==> config.mk <==
export PLATFORM = sky130hd
export DESIGN_NAME = motor_ramp_ctrl_flat
export DESIGN_NICKNAME = d
export VERILOG_FILES = /design/src/rtl/motor_ramp_ctrl_if.sv /design/src/rtl/motor_ramp_ctrl.sv /design/src/flat_wrapper.sv
export SDC_FILE = /design/constraint.sdc
export NUM_CORES = 1
export LEC_CHECK = 0
export ABC_AREA = 1
export BUFFER_PORTS_ARGS = -buffer_cell sky130_fd_sc_hd__buf_2
export CAP_MARGIN = 20
export CORE_ASPECT_RATIO = 2
export CORE_UTILIZATION = 35
export CTS_CLUSTER_SIZE = 28
export DETAILED_ROUTE_END_ITERATION = 12
export SLEW_MARGIN = 15
export SYNTH_ARGS = -nofsm -noshare
export SYNTH_HDL_FRONTEND = slang
export SYNTH_SLANG_ARGS = --single-unit
==> constraint.sdc <==
create_clock -name clk -period 3.4 [get_ports clk]
set_input_delay 0.34 -clock clk [delete_from_list [all_inputs] [get_ports clk]]
set_output_delay 0.34 -clock clk [all_outputs]
set_load 0.02 [all_outputs]
==> src/rtl/motor_ramp_ctrl_if.sv <==
`default_nettype none
// ============================================================================
// Module   : motor_ramp_ctrl_if
// Brief    : Mode command and motor-driver pin bundle between the car FSM and
//            motor_ramp_ctrl.
// Revision : 1.0  initial release
// ============================================================================
interface motor_ramp_ctrl_if #(
    parameter int DUTY_W = 10
);
    logic [4:0]        mode;
    logic [1:0]        pwm;
    logic [1:0]        r_IN;
    logic [1:0]        l_IN;
    logic [DUTY_W-1:0] left_duty;
    logic [DUTY_W-1:0] right_duty;
    logic              settled;

    modport master (
        output mode,
        input  pwm, r_IN, l_IN, left_duty, right_duty, settled
    );

    modport slave (
        input  mode,
        output pwm, r_IN, l_IN, left_duty, right_duty, settled
    );
endinterface
`default_nettype wire

==> src/rtl/motor_ramp_ctrl.sv <==
`default_nettype none
// ============================================================================
// Module   : motor_ramp_ctrl
// Brief    : Two-wheel duty slew controller with reversal dead-time and PWM.
//            Optional macro MOTOR_BRAKE_EN: brake (IN=11) in dead-time and
//            in zero-duty hold.
// Revision : 1.0  initial release
// ============================================================================
module motor_ramp_ctrl #(
    parameter int DUTY_W     = 10,
    parameter int FULL_SPEED = 750,
    parameter int TRIM_SPEED = 700,
    parameter int RAMP_STEP  = 25,
    parameter int RAMP_DIV   = 100000,
    parameter int DEAD_TICKS = 4
) (
    input  logic              clk,
    input  logic              rst,
    motor_ramp_ctrl_if.slave  bus
);

    localparam int CNT_W  = $clog2(RAMP_DIV);
    localparam int DEAD_W = $clog2(DEAD_TICKS + 1);
    localparam int CH_R   = 0;
    localparam int CH_L   = 1;

    localparam logic [DUTY_W-1:0] C_FULL      = DUTY_W'(FULL_SPEED);
    localparam logic [DUTY_W-1:0] C_TRIM      = DUTY_W'(TRIM_SPEED);
    localparam logic [DUTY_W:0]   C_STEP      = (DUTY_W+1)'(RAMP_STEP);
    localparam logic [CNT_W-1:0]  C_TICK_LAST = CNT_W'(RAMP_DIV - 1);
    localparam logic [DEAD_W-1:0] C_DEAD_LAST = DEAD_W'(DEAD_TICKS - 1);
    localparam logic              C_FWD       = 1'b0;
    localparam logic              C_REV       = 1'b1;

    typedef enum logic [1:0] {
        S_RUN   = 2'd0,
        S_DECEL = 2'd1,
        S_DEAD  = 2'd2
    } ch_state_e;

    logic [CNT_W-1:0]         tick_cnt_q;
    logic                     tick;
    logic [DUTY_W-1:0]        pwm_cnt_q;
    logic [1:0][DUTY_W-1:0]   tgt_duty;
    logic [1:0]               tgt_dir;
    logic [1:0][DUTY_W-1:0]   duty_all;
    logic [1:0][1:0]          in_all;
    logic [1:0]               pwm_all;
    logic [1:0]               ok_all;
    logic                     settled_q;

    assign tick = (tick_cnt_q == C_TICK_LAST);

    always_ff @(posedge clk or posedge rst) begin
        if (rst) begin
            tick_cnt_q <= '0;
            pwm_cnt_q  <= '0;
            settled_q  <= 1'b0;
        end else begin
            tick_cnt_q <= tick ? '0 : tick_cnt_q + 1'b1;
            pwm_cnt_q  <= pwm_cnt_q + 1'b1;
            settled_q  <= &ok_all;
        end
    end

    always_comb begin
        tgt_duty = '0;
        tgt_dir  = {C_FWD, C_FWD};
        case (bus.mode)
            5'd3, 5'd4: begin
                tgt_duty[CH_L] = C_FULL;
                tgt_duty[CH_R] = C_FULL;
            end
            5'd5: begin
                tgt_duty[CH_L] = C_FULL;
                tgt_dir[CH_L]  = C_REV;
                tgt_duty[CH_R] = C_FULL;
            end
            5'd6: begin
                tgt_duty[CH_L] = C_FULL;
                tgt_duty[CH_R] = C_FULL;
                tgt_dir[CH_R]  = C_REV;
            end
            5'd7: begin
                tgt_duty[CH_L] = C_FULL;
                tgt_duty[CH_R] = C_FULL;
                tgt_dir        = {C_REV, C_REV};
            end
            5'd8: begin
                tgt_duty[CH_L] = C_TRIM;
                tgt_duty[CH_R] = C_FULL;
            end
            5'd9: begin
                tgt_duty[CH_L] = C_FULL;
                tgt_duty[CH_R] = C_TRIM;
            end
            default: ;
        endcase
    end

    for (genvar ch = 0; ch < 2; ch++) begin : g_ch
        ch_state_e         state_q, state_d;
        logic [DUTY_W-1:0] duty_q, duty_d;
        logic              dir_q, dir_d;
        logic [DEAD_W-1:0] dead_q, dead_d;
        logic              pwm_q;
        logic [DUTY_W:0]   duty_x, tgt_x, up_x, dec_x;
        logic [DUTY_W-1:0] ramp_duty;
        logic [1:0]        dir_enc;

        // Slew arithmetic is one bit wider so the up-step cannot wrap.
        assign duty_x = {1'b0, duty_q};
        assign tgt_x  = {1'b0, tgt_duty[ch]};
        assign up_x   = duty_x + C_STEP;
        assign dec_x  = (duty_x > C_STEP) ? duty_x - C_STEP : '0;

        always_comb begin
            ramp_duty = duty_q;
            if (duty_x < tgt_x)
                ramp_duty = (up_x > tgt_x) ? tgt_duty[ch] : up_x[DUTY_W-1:0];
            else if (duty_x > tgt_x)
                ramp_duty = (dec_x < tgt_x) ? tgt_duty[ch] : dec_x[DUTY_W-1:0];
        end

        always_comb begin
            state_d = state_q;
            duty_d  = duty_q;
            dir_d   = dir_q;
            dead_d  = dead_q;
            if (tick) begin
                case (state_q)
                    S_RUN, S_DECEL: begin
                        if (tgt_dir[ch] == dir_q) begin
                            state_d = S_RUN;
                            duty_d  = ramp_duty;
                        end else begin
                            duty_d  = dec_x[DUTY_W-1:0];
                            dead_d  = '0;
                            state_d = (dec_x == '0) ? S_DEAD : S_DECEL;
                        end
                    end
                    S_DEAD: begin
                        duty_d = '0;
                        if (dead_q == C_DEAD_LAST) begin
                            dir_d   = tgt_dir[ch];
                            dead_d  = '0;
                            state_d = S_RUN;
                        end else begin
                            dead_d = dead_q + 1'b1;
                        end
                    end
                    default: state_d = S_RUN;
                endcase
            end
        end

        always_ff @(posedge clk or posedge rst) begin
            if (rst) begin
                state_q <= S_RUN;
                duty_q  <= '0;
                dir_q   <= C_FWD;
                dead_q  <= '0;
                pwm_q   <= 1'b0;
            end else begin
                state_q <= state_d;
                duty_q  <= duty_d;
                dir_q   <= dir_d;
                dead_q  <= dead_d;
                pwm_q   <= (pwm_cnt_q < duty_q);
            end
        end

        assign dir_enc = (dir_q == C_REV) ? 2'b01 : 2'b10;

`ifdef MOTOR_BRAKE_EN
        logic hold_q, hold_d;

        // Hold is evaluated only on ticks so mode changes release it at the next tick.
        assign hold_d = tick ? ((state_d == S_RUN) && (duty_d == '0) && (tgt_duty[ch] == '0))
                             : hold_q;

        always_ff @(posedge clk or posedge rst) begin
            if (rst) hold_q <= 1'b0;
            else     hold_q <= hold_d;
        end

        assign in_all[ch] = ((state_q == S_DEAD) || hold_q) ? 2'b11 : dir_enc;
`else
        assign in_all[ch] = (state_q == S_DEAD) ? 2'b00 : dir_enc;
`endif

        assign duty_all[ch] = duty_q;
        assign pwm_all[ch]  = pwm_q;
        assign ok_all[ch]   = (state_q == S_RUN) && (duty_q == tgt_duty[ch]) &&
                              (dir_q == tgt_dir[ch]);
    end

    assign bus.pwm        = {pwm_all[CH_L], pwm_all[CH_R]};
    assign bus.l_IN       = in_all[CH_L];
    assign bus.r_IN       = in_all[CH_R];
    assign bus.left_duty  = duty_all[CH_L];
    assign bus.right_duty = duty_all[CH_R];
    assign bus.settled    = settled_q;

endmodule
`default_nettype wire
==> src/flat_wrapper.sv <==
// flat-port wrapper written by rule: the top's interface ports become plain ports
module motor_ramp_ctrl_flat 
#(
    parameter int DUTY_W     = 10,
    parameter int FULL_SPEED = 750,
    parameter int TRIM_SPEED = 700,
    parameter int RAMP_STEP  = 25,
    parameter int RAMP_DIV   = 100000,
    parameter int DEAD_TICKS = 4
)
  (clk, rst, bus_mode, bus_pwm, bus_r_IN, bus_l_IN, bus_left_duty, bus_right_duty, bus_settled);
  motor_ramp_ctrl_if #(.DUTY_W(DUTY_W)) bus_i ();
  input  logic clk;
  input  logic rst;
  input wire logic [$bits(bus_i.mode)-1:0] bus_mode;
  output wire logic [$bits(bus_i.pwm)-1:0] bus_pwm;
  output wire logic [$bits(bus_i.r_IN)-1:0] bus_r_IN;
  output wire logic [$bits(bus_i.l_IN)-1:0] bus_l_IN;
  output wire logic [$bits(bus_i.left_duty)-1:0] bus_left_duty;
  output wire logic [$bits(bus_i.right_duty)-1:0] bus_right_duty;
  output wire logic [$bits(bus_i.settled)-1:0] bus_settled;
  assign bus_i.mode = bus_mode;
  assign bus_pwm = bus_i.pwm;
  assign bus_r_IN = bus_i.r_IN;
  assign bus_l_IN = bus_i.l_IN;
  assign bus_left_duty = bus_i.left_duty;
  assign bus_right_duty = bus_i.right_duty;
  assign bus_settled = bus_i.settled;
  motor_ramp_ctrl #(.DUTY_W(DUTY_W), .FULL_SPEED(FULL_SPEED), .TRIM_SPEED(TRIM_SPEED), .RAMP_STEP(RAMP_STEP), .RAMP_DIV(RAMP_DIV), .DEAD_TICKS(DEAD_TICKS)) u_core (.clk(clk), .rst(rst), .bus(bus_i));
endmodule
-- Yosys cells after proc, flatten, opt, wreduce, memory -nomap -nowiden
Index checks and enable logic that the tools add are counted.
- $lt $le $gt $ge: 12
- equal/unequal tests: 26
- mux-type cells: 36
- reductions and logical operators: 24
- add/subtract/negate cells: 8
- operators by type and width (kind ; count):
    two-way mux 10 bit ; 10
    case mux 20 bit (3 select lines) ; 1
    < comparator 10 bit ; 4
    case mux 10 bit (2 select lines) ; 2
    adder 10 x 5 -> 11 bit, second input constant ; 2
    > comparator 11 x 10 -> 1 bit ; 2
    logical NOT 11 bit ; 2
    < comparator 11 x 10 -> 1 bit ; 2
    two-way mux 11 bit ; 2
    subtractor 10 x 5 -> 11 bit, second input constant ; 2
    == test 10 bit ; 2
    == test 5 x 3 -> 1 bit, second input constant ; 4
    > comparator 10 bit ; 2
    > comparator 10 x 5 -> 1 bit, second input constant ; 2
    two-way mux 2 bit ; 10
    AND reduction 3 bit ; 6
    adder 17 x 1 -> 17 bit, second input constant ; 1
    == test 17 bit, second input constant ; 1
    two-way mux 17 bit ; 1
    two-way mux 3 bit ; 4
    case mux 3 bit (2 select lines) ; 2
    adder 10 x 1 -> 10 bit, second input constant ; 1
    == test 5 x 4 -> 1 bit, second input constant ; 2
    inequality test 4 x 2 -> 1 bit, second input constant ; 2
    16 further kinds ; 37
- bits of input ports: 7
- flip-flop bits (word level): 62

-- Longest topological paths before layout
Gate-level depths: netlist of the first run.
- depth after elaboration: 9
- mapped depth: 26
- mapped depth without buffers: 26

-- Worst setup path after synthesis of the first run
Ideal clock, no wire load.
- path kind: in2reg
- start point: in bus_mode[0]
- end point: reg u_core.g_ch[1].duty_q[2] (netlist: u_core.bus.left_duty[2])
- cell stages on the path: 17
- setup slack: -0.313 ns
- arrival time: 3.596 ns
- path through: nand2_1 -> inv_1 -> o21ai_0 -> nand2_1 -> nor2_1 -> ha_1 -> nand2_1 -> nor2_1 -> nand2_1 -> or2_1 -> nand3_1 -> buf_2 -> nand4_2 -> nand2_1 -> nand2_1 -> nand3_1 -> nand2_1
- longest elaborated chain between the ends: 9
- elaborated cells on any way between the ends: 24
- classes of those cells: 4 x order compare; 9 x eq/ne; 8 x mux; 3 x reduce/logical
- ends and longest elaborated chain (what ; line ; text):
    start: declaration ; flat_wrapper.sv:15 ; input wire logic [$bits(bus_i.mode)-1:0] bus_mode;
    == test 5 x 2 -> 1 bit or == test 5 x 3 -> 1 bit (tied branches) ; motor_ramp_ctrl.sv:69 ; case (bus.mode)
    OR reduction 5 bit (no line) ; - ;
    case mux 20 bit (3 select lines) ; motor_ramp_ctrl.sv:69 ;
    < comparator 11 x 10 -> 1 bit ; motor_ramp_ctrl.sv:122 ; ramp_duty = (dec_x < tgt_x) ? tgt_duty[ch] : dec_x[DUTY_W-1:0];
    two-way mux 10 bit ; motor_ramp_ctrl.sv:122 ;
    two-way mux 10 bit ; motor_ramp_ctrl.sv:121 ; else if (duty_x > tgt_x)
    two-way mux 10 bit ; motor_ramp_ctrl.sv:119 ; if (duty_x < tgt_x)
    two-way mux 10 bit ; motor_ramp_ctrl.sv:133 ; if (tgt_dir[ch] == dir_q) begin
    case mux 10 bit (2 select lines) ; motor_ramp_ctrl.sv:131 ; case (state_q)
    end signal: assignment ; motor_ramp_ctrl.sv:166 ; duty_q <= duty_d;
    end: declaration ; motor_ramp_ctrl.sv:103 ; logic [DUTY_W-1:0] duty_q, duty_d;
Parallel ways exist; a longest one is shown, timed or not. The select of a mux whose other input is x is not followed.
A chain may end at the register's enable or synchronous reset.

-- Worst setup path after layout of the first run
- start point: reg u_core.g_ch[0].duty_q[1] (netlist: u_core.bus.right_duty[1])
- end point: reg u_core.g_ch[0].duty_q[3] (netlist: u_core.bus.right_duty[3])
- longest elaborated chain between the ends: 8
- elaborated cells on any way between the ends: 16
- classes of those cells: 2 x add/sub; 5 x order compare; 1 x eq/ne; 7 x mux; 1 x reduce/logical
- ends and longest elaborated chain (what ; line ; text):
    start: declaration ; motor_ramp_ctrl.sv:103 ;
    start signal: assignment ; motor_ramp_ctrl.sv:166 ;
    subtractor 10 x 5 -> 11 bit or > comparator 10 x 5 -> 1 bit (tied branches) ; motor_ramp_ctrl.sv:115 ; assign dec_x = (duty_x > C_STEP) ? duty_x - C_STEP : '0;
    two-way mux 11 bit ; motor_ramp_ctrl.sv:115 ;
    < comparator 11 x 10 -> 1 bit ; motor_ramp_ctrl.sv:122 ;
    two-way mux 10 bit ; motor_ramp_ctrl.sv:122 ;
    two-way mux 10 bit ; motor_ramp_ctrl.sv:121 ;
    two-way mux 10 bit ; motor_ramp_ctrl.sv:119 ;
    two-way mux 10 bit ; motor_ramp_ctrl.sv:133 ;
    case mux 10 bit (2 select lines) ; motor_ramp_ctrl.sv:131 ;
Parallel ways exist; a longest one is shown, timed or not. The select of a mux whose other input is x is not followed.

==> results of run 1 <==
-- flip-flops by register name (all words and copies together), names as in the netlist --
signal	count
u_core.bus.settled	1
u_core.g_ch.dead_q	6
u_core.g_ch.state_q	4
u_core.bus.left_duty	10
u_core.g_ch.pwm_q	2
u_core.pwm_cnt_q	10
u_core.bus.right_duty	10
u_core.g_ch.dir_q	2
u_core.tick_cnt_q	17
-- synth_stat cells, drive strengths merged --
master	n	area [um2]
nand2	293	1180
inv	131	492
nor2	107	452
ha	74	926
nand3	63	365
dfrtp	62	1550
a21oi	46	234
o21ai	44	224
nand4	28	194
xor2	28	272
nor3	13	85.1
buf	12	98.8
a31oi	5	31.3
clkinv	3	18.8
nor4	3	18.8
o211ai	3	22.5
o31ai	3	22.5
or2	3	18.8
a211oi	2	15.0
and3	2	12.5
mux2i	2	20.0
xnor2	2	17.5
a21o	1	7.51
nand2b	1	6.26
nand3b	1	7.51
o21ba	1	10.0
o22ai	1	6.26
-- layout make-up --
| type | count | area, um2 |
|---|---|---|
| Clock buffer | 11 | 243 |
| Clock inverter | 5 | 58.8 |
| Fill cell | 1860 | 10400 |
| Inverter | 134 | 510 |
| Multi-Input combinational cell | 726 | 4170 |
| Sequential cell | 62 | 1560 |
| Tap cell | 213 | 267 |
| Timing Repair Buffer | 68 | 440 |
-- final timing paths --
kind / start / end / slack, ns
setup reg to reg: u_core.bus.right_duty[1] / u_core.bus.right_duty[3] / 0.31
hold / removal: rst / u_core.tick_cnt_q[4] / 0.19
min in group clk: u_core.tick_cnt_q[0] / u_core.tick_cnt_q[0] / 0.45
max in group asynchronous: rst / u_core.bus.left_duty[2] / 2.47
setup / recovery: u_core.bus.right_duty[1] / u_core.bus.right_duty[3] / 0.31
hold reg to reg: u_core.tick_cnt_q[0] / u_core.tick_cnt_q[0] / 0.45
-- kinds of logic after synthesis --
family | count (synthesis) | share of synthesized area
AO/OA/AOI/OAI | 106 | 0.0908
XOR/XNOR | 30 | 0.0458
adder cells (fa/ha/maj) | 74 | 0.147
buffers and inverters | 146 | 0.0966
flip-flops | 62 | 0.246
multiplexers | 2 | 0.00317
AND/OR/NAND/NOR | 514 | 0.371
-- where the power goes --
group	switching, W	internal [W]	total, W
Combinational	0.000208	0.000100	0.000308
Clock	0.000349	0.000587	0.000936
Sequential	0.000000326	0.000739	0.000739
Total	0.000557	0.00143	0.00198
-- metrics by stage --
stage | util | area [um2] | power, W
2_1_floorplan | - | 6310 | 0.000971
3_3_place_gp | 0.390 | 6900 | 0.00106
3_5_place_dp | 0.390 | 6900 | 0.00106
4_1_cts | 0.407 | 7210 | 0.00200
5_1_grt | 0.410 | 7250 | 0.00207
6_report | 0.410 | 7250 | 0.00198
-- critical path, cell delays in order, from the launching register on --
cell     delay (ns)
dfrtp_2        0.46
ha_1           0.22
nand2_1        0.07
inv_1          0.06
nor2_1         0.08
nand2_1        0.12
nand2_1        0.13
xor2_2         0.18
inv_1          0.07
ha_1           0.29
nand2_1        0.08
nor2_2         0.15
nand4_1        0.17
o21ai_1        0.19
nand2_1        0.08
inv_2          0.10
nand2_2        0.12
nand2_2        0.11
o21ai_0        0.09
a21oi_1        0.16
nand2_1        0.07
nand2_1        0.05
-- layer usage --
metal	routed length, um	global-route usage	share of wire
met5	0	0	0
met4	1340	0.162	0.069
met3	512	0.0251	0.026
met2	10900	0.435	0.56
met1	6720	0.196	0.35
-- what timing repair did --
action,4_1_cts,5_1_grt
buffers inserted,0,2
gates resized for setup,0,13
endpoints found under the setup margin,0,20
==> impl_metrics.tcl, run 1 <==
set metrics [dict create \
    status "finished clean" \
    ir_worst_vdd_mv 0.230 \
    maxCapViolCount 0 \
    maxSlewViolCount 0 \
    core-area_um2 17700 \
    yosys_warnings 0 \
    antenna_found_initial 0 \
    post-route-drc-count 0 \
    critPathMaxFanout 8 \
    drt_wl_total_um 19400 \
    whs_ns 0.193 \
    ioPinCount 34 \
    period_share 0.908 \
    die_y_um 192 \
    grt_first_pass_wirelength_um 31400 \
    wire_per_inst_um 16.0 \
    fin_ws_ns 0.311 \
    final_cells 1219 \
    dp.cells 1201 \
    first_pass_iters 5 \
    tightest_slew_ns 0.911 \
    ys_seq_area_frac 0.246 \
    root_buffer "clkbuf_16" \
    p_per_area_nw_per_um2 274 \
    dr_total_vias 6214 \
    viasPerCell 5.10 \
    dp.final_hpwl_um 16200 \
    syn-num-nets 1015 \
    final_nets 1082 \
    overflow 0 \
    cts_tree "done" \
    clock_sinks 62 \
    syn_to_final_growth_pct 14.9 \
    drt_iter0_drc 220 \
    setup_viol 0 \
    r2r_cells 21 \
    diodes 0 \
    rows 69 \
    ant_nets 0 \
    ys_types 45 \
    max_freq_mhz 324 \
    grt_max_degree 42 \
    synth_seq_cells 62 \
    start_util 0.356 \
    cts_max_path_buffers 2 \
    crit_path_end_kind "flip-flop" \
    layout_common_cells "nand2_1 (270), inv_1 (111), nor2_1 (92)" \
    die_w_um 96.9 \
    start_kind "flip-flop" \
    p_leak_nw 4.20 \
    clk_latency_ns 0.34 \
    slew_headroom 0.391 \
    grt_pass1_vias 6322 \
    synth_cells 934 \
    drive_above_1_share 0.170 \
    worst-setup-path-type "flip-flop to flip-flop" \
    fin_setup_tns_ns 0 \
    post-route-min-period_ns 3.09 \
    hold_viol_final 0 \
    finClkSkew_ns 0.00791 \
    grt_usage 0.218 \
    hold_path.class "input pin to asynchronous set/reset pin" \
    die_area_um2 18600 \
    clk_pin_slew_worst_paths_ns 0.06 \
    arrival_ns 3.37 \
    pre_cts_slack_ns 0.0832 \
    gp_congestion 0.951 \
    syn_avg_cell_area_um2 6.75 \
    layout_commonest_cell "nand2_1" \
    io_buffers 33 \
    cts_buffers 9 \
    cts_hold_buf 0 \
    htreeDepth 3 \
    synth_area_um2 6310 \
    rsz0062_at_grt "no" \
    cp.required_ns 3.68 \
]
Power figures use the tool's default switching activity.
==> inputs of run 2 (changes only) <==
- CORE_ASPECT_RATIO: 2 -> 0.8
- CTS_CLUSTER_DIAMETER: not set -> 150
==> impl_metrics.tcl, run 2 (synthesized netlist as in run 1, its figures left out) <==
set metrics [dict create \
    htreeDepth 3 \
    syn_to_final_growth_pct 15.2 \
    pre_cts_slack_ns 0.170 \
    critPathMaxFanout 8 \
    maxCapViolCount 0 \
    regToRegStartpoint "u_core.bus.right_duty[1]" \
    clock_sinks 62 \
    crit_path_end_kind "flip-flop" \
    whs_ns 0.460 \
    start_util 0.361 \
    wire_per_inst_um 14.7 \
    finClkSkew_ns 0.00751 \
    cts_max_path_buffers 2 \
    largest-register "u_core.tick_cnt_q" \
    cp.required_ns 3.67 \
    rsz0062_at_grt "no" \
    post-route-min-period_ns 3.10 \
    tightest_slew_ns 0.621 \
    hold_viol_final 0 \
    die_area_um2 18600 \
    combPwrFrac 0.144 \
    slowest_delay_ns 0.47 \
    postCtsSetupRepairBufs 0 \
    drt_wl_total_um 18100 \
    die_y_um 122 \
    start_kind "flip-flop" \
    crit_path_top_delay_cell "dfrtp_1" \
    core-area_um2 17500 \
    clk_pin_slew_worst_paths_ns 0.06 \
    overflow 0 \
    layout_commonest_cell "nand2_1" \
    max_freq_mhz 323 \
    largest_register_ffs 17 \
    r2r_cells 21 \
    power_frac_clock 0.501 \
    whs_path_depth 5 \
    hold_path.class "input pin to flip-flop" \
    r2r_end "u_core.bus.right_duty[8]" \
    hold_end "u_core.g_ch[0].dir_q" \
    hold_start "bus_mode[1]" \
    grt_usage 0.207 \
    io_buffers 33 \
    crit_path_cell_trace "ha_1 > nand2_1 > inv_1 > nor2_1 > nand2_1 > nand2_1 > xor2_1 > inv_1 > ha_1 > nand2_1 > nor2_1 > nand4_1 > o21ai_0 > nand2_1 > inv_1 > nand2_2 > nor2_1 > nand2_1 > o21ai_1 > nand2_1 > nand2_1" \
    ioPinCount 34 \
    first_pass_iters 10 \
    p_per_area_nw_per_um2 286 \
    grt_pass1_vias 5649 \
    crit_family "simple AND/OR/NAND/NOR gates" \
    viasPerCell 4.99 \
    fin_setup_tns_ns 0 \
    internal-power_w 0.00150 \
    violations "DRC" \
    ant_nets 0 \
    p_leak_nw 4.23 \
    layout_common_cells "nand2_1 (271), inv_1 (112), nor2_1 (94)" \
    status "finished, violations left" \
    worst-setup-path-type "flip-flop to flip-flop" \
    gp_congestion 0.915 \
    arrival_ns 3.36 \
    p_seq_frac 0.355 \
    grt_max_degree 31 \
    r2r_slack_ns 0.30 \
    final_nets 1082 \
    slew_headroom 0.586 \
    setup_viol 0 \
    root_buffer "clkbuf_16" \
    rows 43 \
    antenna_found_initial 0 \
    period_share 0.911 \
    crit_buf_inv 3 \
    drive_above_1_share 0.159 \
    switchingPower_w 0.000575 \
    p_sw_frac 0.277 \
    dr_total_vias 6137 \
    fin_ws_ns 0.302 \
    diodes 0 \
    cts_tree "done" \
    die_w_um 152 \
    critPathMostFrequentCell "nand2_1" \
    drt_iter0_drc 521 \
    maxSlewViolCount 0 \
    cts_buffers 9 \
    post-route-drc-count 3 \
    clk_latency_ns 0.34 \
    grt_first_pass_wirelength_um 30200 \
    dp.final_hpwl_um 14400 \
    ir_worst_vdd_mv 0.193 \
]
## run 2: cell count changes in the layout (fill, tap and decap cells not counted), sizes merged
cell         delta
buf             -1
clkbuf          -1
clkinv          -1
inv             +3
bufinv          +1
dlygate4sd3     +1
clkinvlp        -2
## run 2: how the worst max path moves through the flow
stage                              from                        to  slack (ns)  cells past startpoint
2_1_floorplan               bus_mode[0]   u_core.bus.left_duty[2]        0.21                     17
3_3_place_gp                bus_mode[0]   u_core.bus.left_duty[6]        0.17                     21
3_5_place_dp                bus_mode[0]  u_core.bus.right_duty[9]        0.17                     20
4_1_cts         u_core.bus.left_duty[2]   u_core.bus.left_duty[8]        0.34                     20
5_1_grt         u_core.bus.left_duty[1]   u_core.bus.left_duty[5]       0.006                     19
6_report       u_core.bus.right_duty[1]  u_core.bus.right_duty[8]        0.30                     21
## run 2: layout make-up
class,instances,area (um2)
clock inverters,6,91.3
clock buffers,10,239
multi-input cells,726,4150
fillers,1805,10200
repair buffers,68,443
flip-flops and latches,62,1550
inverters,134,510
well taps,225,282
## run 2: layer usage
metal / routed length [um] / vias to the layer above / global-route usage / share of wire
met5: 0 / - / 0 / 0
met4: 176 / 0 / 0.0427 / 0.0097
met3: 1430 / 15 / 0.0462 / 0.079
met2: 7260 / 228 / 0.302 / 0.40
met1: 9190 / 2733 / 0.308 / 0.51
li1: - / 3161 / - / -
## run 2: what timing repair did
item,in CTS,in global routing
resized for setup,0,1
hold endpoints to repair,14,0
setup endpoints to repair,0,2
hold buffers,1,0
## run 2: power groups by stage
stage          sequential (W)  clock [W]  combinational, W
2_1_floorplan        0.000752          0          0.000219
3_3_place_gp         0.000752          0          0.000296
3_5_place_dp         0.000752          0          0.000294
4_1_cts              0.000739    0.00107          0.000296
5_1_grt              0.000738    0.00110          0.000342
6_report             0.000739    0.00104          0.000299
## run 2: through the flow
stage	power [W]	util	cell area, um2	std cells
floorplan	0.000971	-	6310	934
global route	0.00218	0.416	7270	1231
CTS	0.00210	0.416	7270	1231
detailed placement	0.00105	0.396	6930	1214
finish	0.00208	0.416	7270	1231
global placement	0.00105	0.396	6930	1214
## run 2: tightest hold or removal path, stage by stage
cell,delay (ns)
buf_2,0.10
inv_1,0.09
nor2_2,0.08
nor2_1,0.10
a21oi_1,0.04
==> inputs of run 3 (changes only) <==
- ABC_AREA: 1 -> not set
==> impl_metrics.tcl, run 3 <==
set metrics [dict create \
    status "finished clean" \
    ir_worst_vdd_mv 0.213 \
    htreeDepth 3 \
    grt_busiest_layer "met2" \
    p_per_area_nw_per_um2 376 \
    setup_viol 0 \
    p_total_w 0.00282 \
    ant_nets 0 \
    grt_first_pass_wirelength_um 29700 \
    syn_avg_cell_area_um2 8.55 \
    rows 41 \
    max_freq_mhz 301 \
    cts_max_path_buffers 2 \
    synthArstFlopShare 1.00 \
    die_area_um2 17000 \
    grt_pass1_vias 5584 \
    io_buffers 33 \
    grt_max_degree 43 \
    syn-num-nets 754 \
    synth_seq_cells 62 \
    pre_cts_slack_ns -0.212 \
    viasPerCell 5.58 \
    fin_ws_ns 0.0734 \
    ioPinCount 34 \
    final_nets 879 \
    clk_pin_slew_worst_paths_ns 0.06 \
    met1_usage 0.315 \
    dr_total_vias 5689 \
    largest-register "u_core.tick_cnt_q" \
    synth-edff-count 0 \
    largest_register_ffs 17 \
    post_dp_cell_area_um2 6850 \
    grtUsageMet3 0.0457 \
    clk_latency_ns 0.34 \
    critPathMaxFanout 5 \
    postLayoutCoreUtil 0.471 \
    overflow 0 \
    layout_common_cells "buf_4 (100), ha_1 (70), dfrtp_1 (60)" \
    ys_seq_area_frac 0.270 \
    cp.required_ns 3.63 \
    synth_ff_type "dfrtp_1" \
    synth_top_area_frac 0.270 \
    finClkSkew_ns 0.00667 \
    start_kind "flip-flop" \
    arrival_ns 3.56 \
    antenna_found_initial 2 \
    synth_area_um2 5760 \
    clock_sinks 62 \
    gp_congestion 0.972 \
    hold_viol_final 0 \
    tightest_slew_ns 0.940 \
    maxSlewViolCount 0 \
    post-route-min-period_ns 3.33 \
    synth_cells 673 \
    drive_above_1_share 0.296 \
    slew_headroom 0.373 \
    rsz0062_at_grt "yes" \
    synth.most_common_cell "ha_1" \
    fin_area_um2 7480 \
    grt_usage 0.225 \
    start_util 0.362 \
    layout_commonest_cell "buf_4" \
    cts_tree "done" \
    ys_types 83 \
    synthTopCellsByCount "ha_1 (74), dfrtp_1 (62), nor2_1 (57)" \
    dp.final_hpwl_um 14400 \
    post-route-drc-count 0 \
    drt_iter0_drc 493 \
    die_w_um 145 \
    syn_to_final_growth_pct 30.0 \
    hold_path.class "input pin to asynchronous set/reset pin" \
    period_share 0.978 \
    die_y_um 117 \
    grt_use_met2 0.347 \
    root_buffer "clkbuf_16" \
    cts_hold_buf 0 \
    crit_path_end_kind "flip-flop" \
    drt_wl_total_um 18700 \
    core-area_um2 15900 \
    first_pass_iters 4 \
    maxCapViolCount 0 \
    synth.area.top_cells "dfrtp_1 (27%), ha_1 (16%), xnor2_1 (6.2%)" \
    yosys_warnings 0 \
    p_leak_nw 3.45 \
    wire_per_inst_um 18.3 \
    synth_top_area_cell "dfrtp_1" \
    fin_setup_tns_ns 0 \
    cts_buffers 9 \
    worst-setup-path-type "flip-flop to flip-flop" \
]
[run 3: changes by cell type after synthesis, sizes merged, moves of 19 or more]
cell | before | now
xnor2 | 2 | 41
inv | 131 | 42
nor2 | 107 | 57
nand3 | 63 | 33
nand2 | 293 | 47
xor2 | 28 | 9
[run 3: repair_timing]
item,in CTS,in global routing
pin swaps,3,27
resized for setup,6,47
endpoints found under the setup margin,9,20
setup buffers,2,10
[run 3: per-layer routing]
metal / vias up / part of all wire / wire length (um)
li1: 2727 / - / -
met3: 27 / 0.060 / 1120
met1: 2752 / 0.49 / 9120
met2: 183 / 0.44 / 8140
met4: 0 / 0.016 / 308
met5: - / 0 / 0
[run 3: final timing paths]
path,start,to,slack [ns],cells past startpoint
max,u_core.bus.left_duty[0],u_core.bus.left_duty[0],0.07,11
min,rst,u_core.tick_cnt_q[6],0.22,2
max reg2reg,u_core.bus.left_duty[0],u_core.bus.left_duty[0],0.07,11
min reg2reg,u_core.tick_cnt_q[0],u_core.tick_cnt_q[0],0.50,1
max in group asynchronous,rst,u_core.bus.right_duty[2],2.31,3
min in group clk,u_core.tick_cnt_q[0],u_core.tick_cnt_q[0],0.50,1
[run 3: worst max-delay path, cell delays in order, from the launching register on]
cell and delay, ns:
dfrtp_2 0.44, buf_4 0.15, o311a_4 0.32, a2111oi_4 0.46, nor2_2 0.10, ha_1 0.34, nand3_2 0.08, or2_4 0.25
o311a_4 0.33, or2_4 0.28, o22a_1 0.22, o31ai_1 0.25
[run 3: through the flow]
step | cells | hold WS [ns]
floorplan | 673 | 0.454
global placement | 991 | 0.473
detailed placement | 991 | 0.489
CTS | 1009 | 0.241
global route | 1020 | 0.299
finish | 1020 | 0.220
[run 3: final cells by class]
cell class,count,area [um2]
inverters,42,161
clock buffers,10,239
diodes,2,5.00
fillers,1518,8420
multi-input cells,547,4200
flip-flops and latches,62,1550
well taps,215,269
clock inverters,6,92.6
repair buffers,136,958
[run 3: cells by family (layout without fill, tap and decap cells)]
| logic type | count (synthesis) | in the layout | share of synthesized area |
|---|---|---|---|
| DFF | 62 | 62 | 0.270 |
| xor gates and xnor gates | 50 | 50 | 0.0761 |
| muxes | 7 | 7 | 0.0128 |
| adders and majority gates | 74 | 74 | 0.161 |
| AOI/OAI and AO/OA | 163 | 163 | 0.198 |
| buffers and inverters | 64 | 194 | 0.0517 |
| other | 0 | 2 | 0 |
| and+or+nand+nor | 253 | 253 | 0.231 |
[run 3: report_power, final]
group	leakage, nW	switching [W]	internal [W]
clock network	0.156	0.000379	0.000667
registers	0.791	0.0000129	0.000753
logic	2.50	0.000542	0.000462
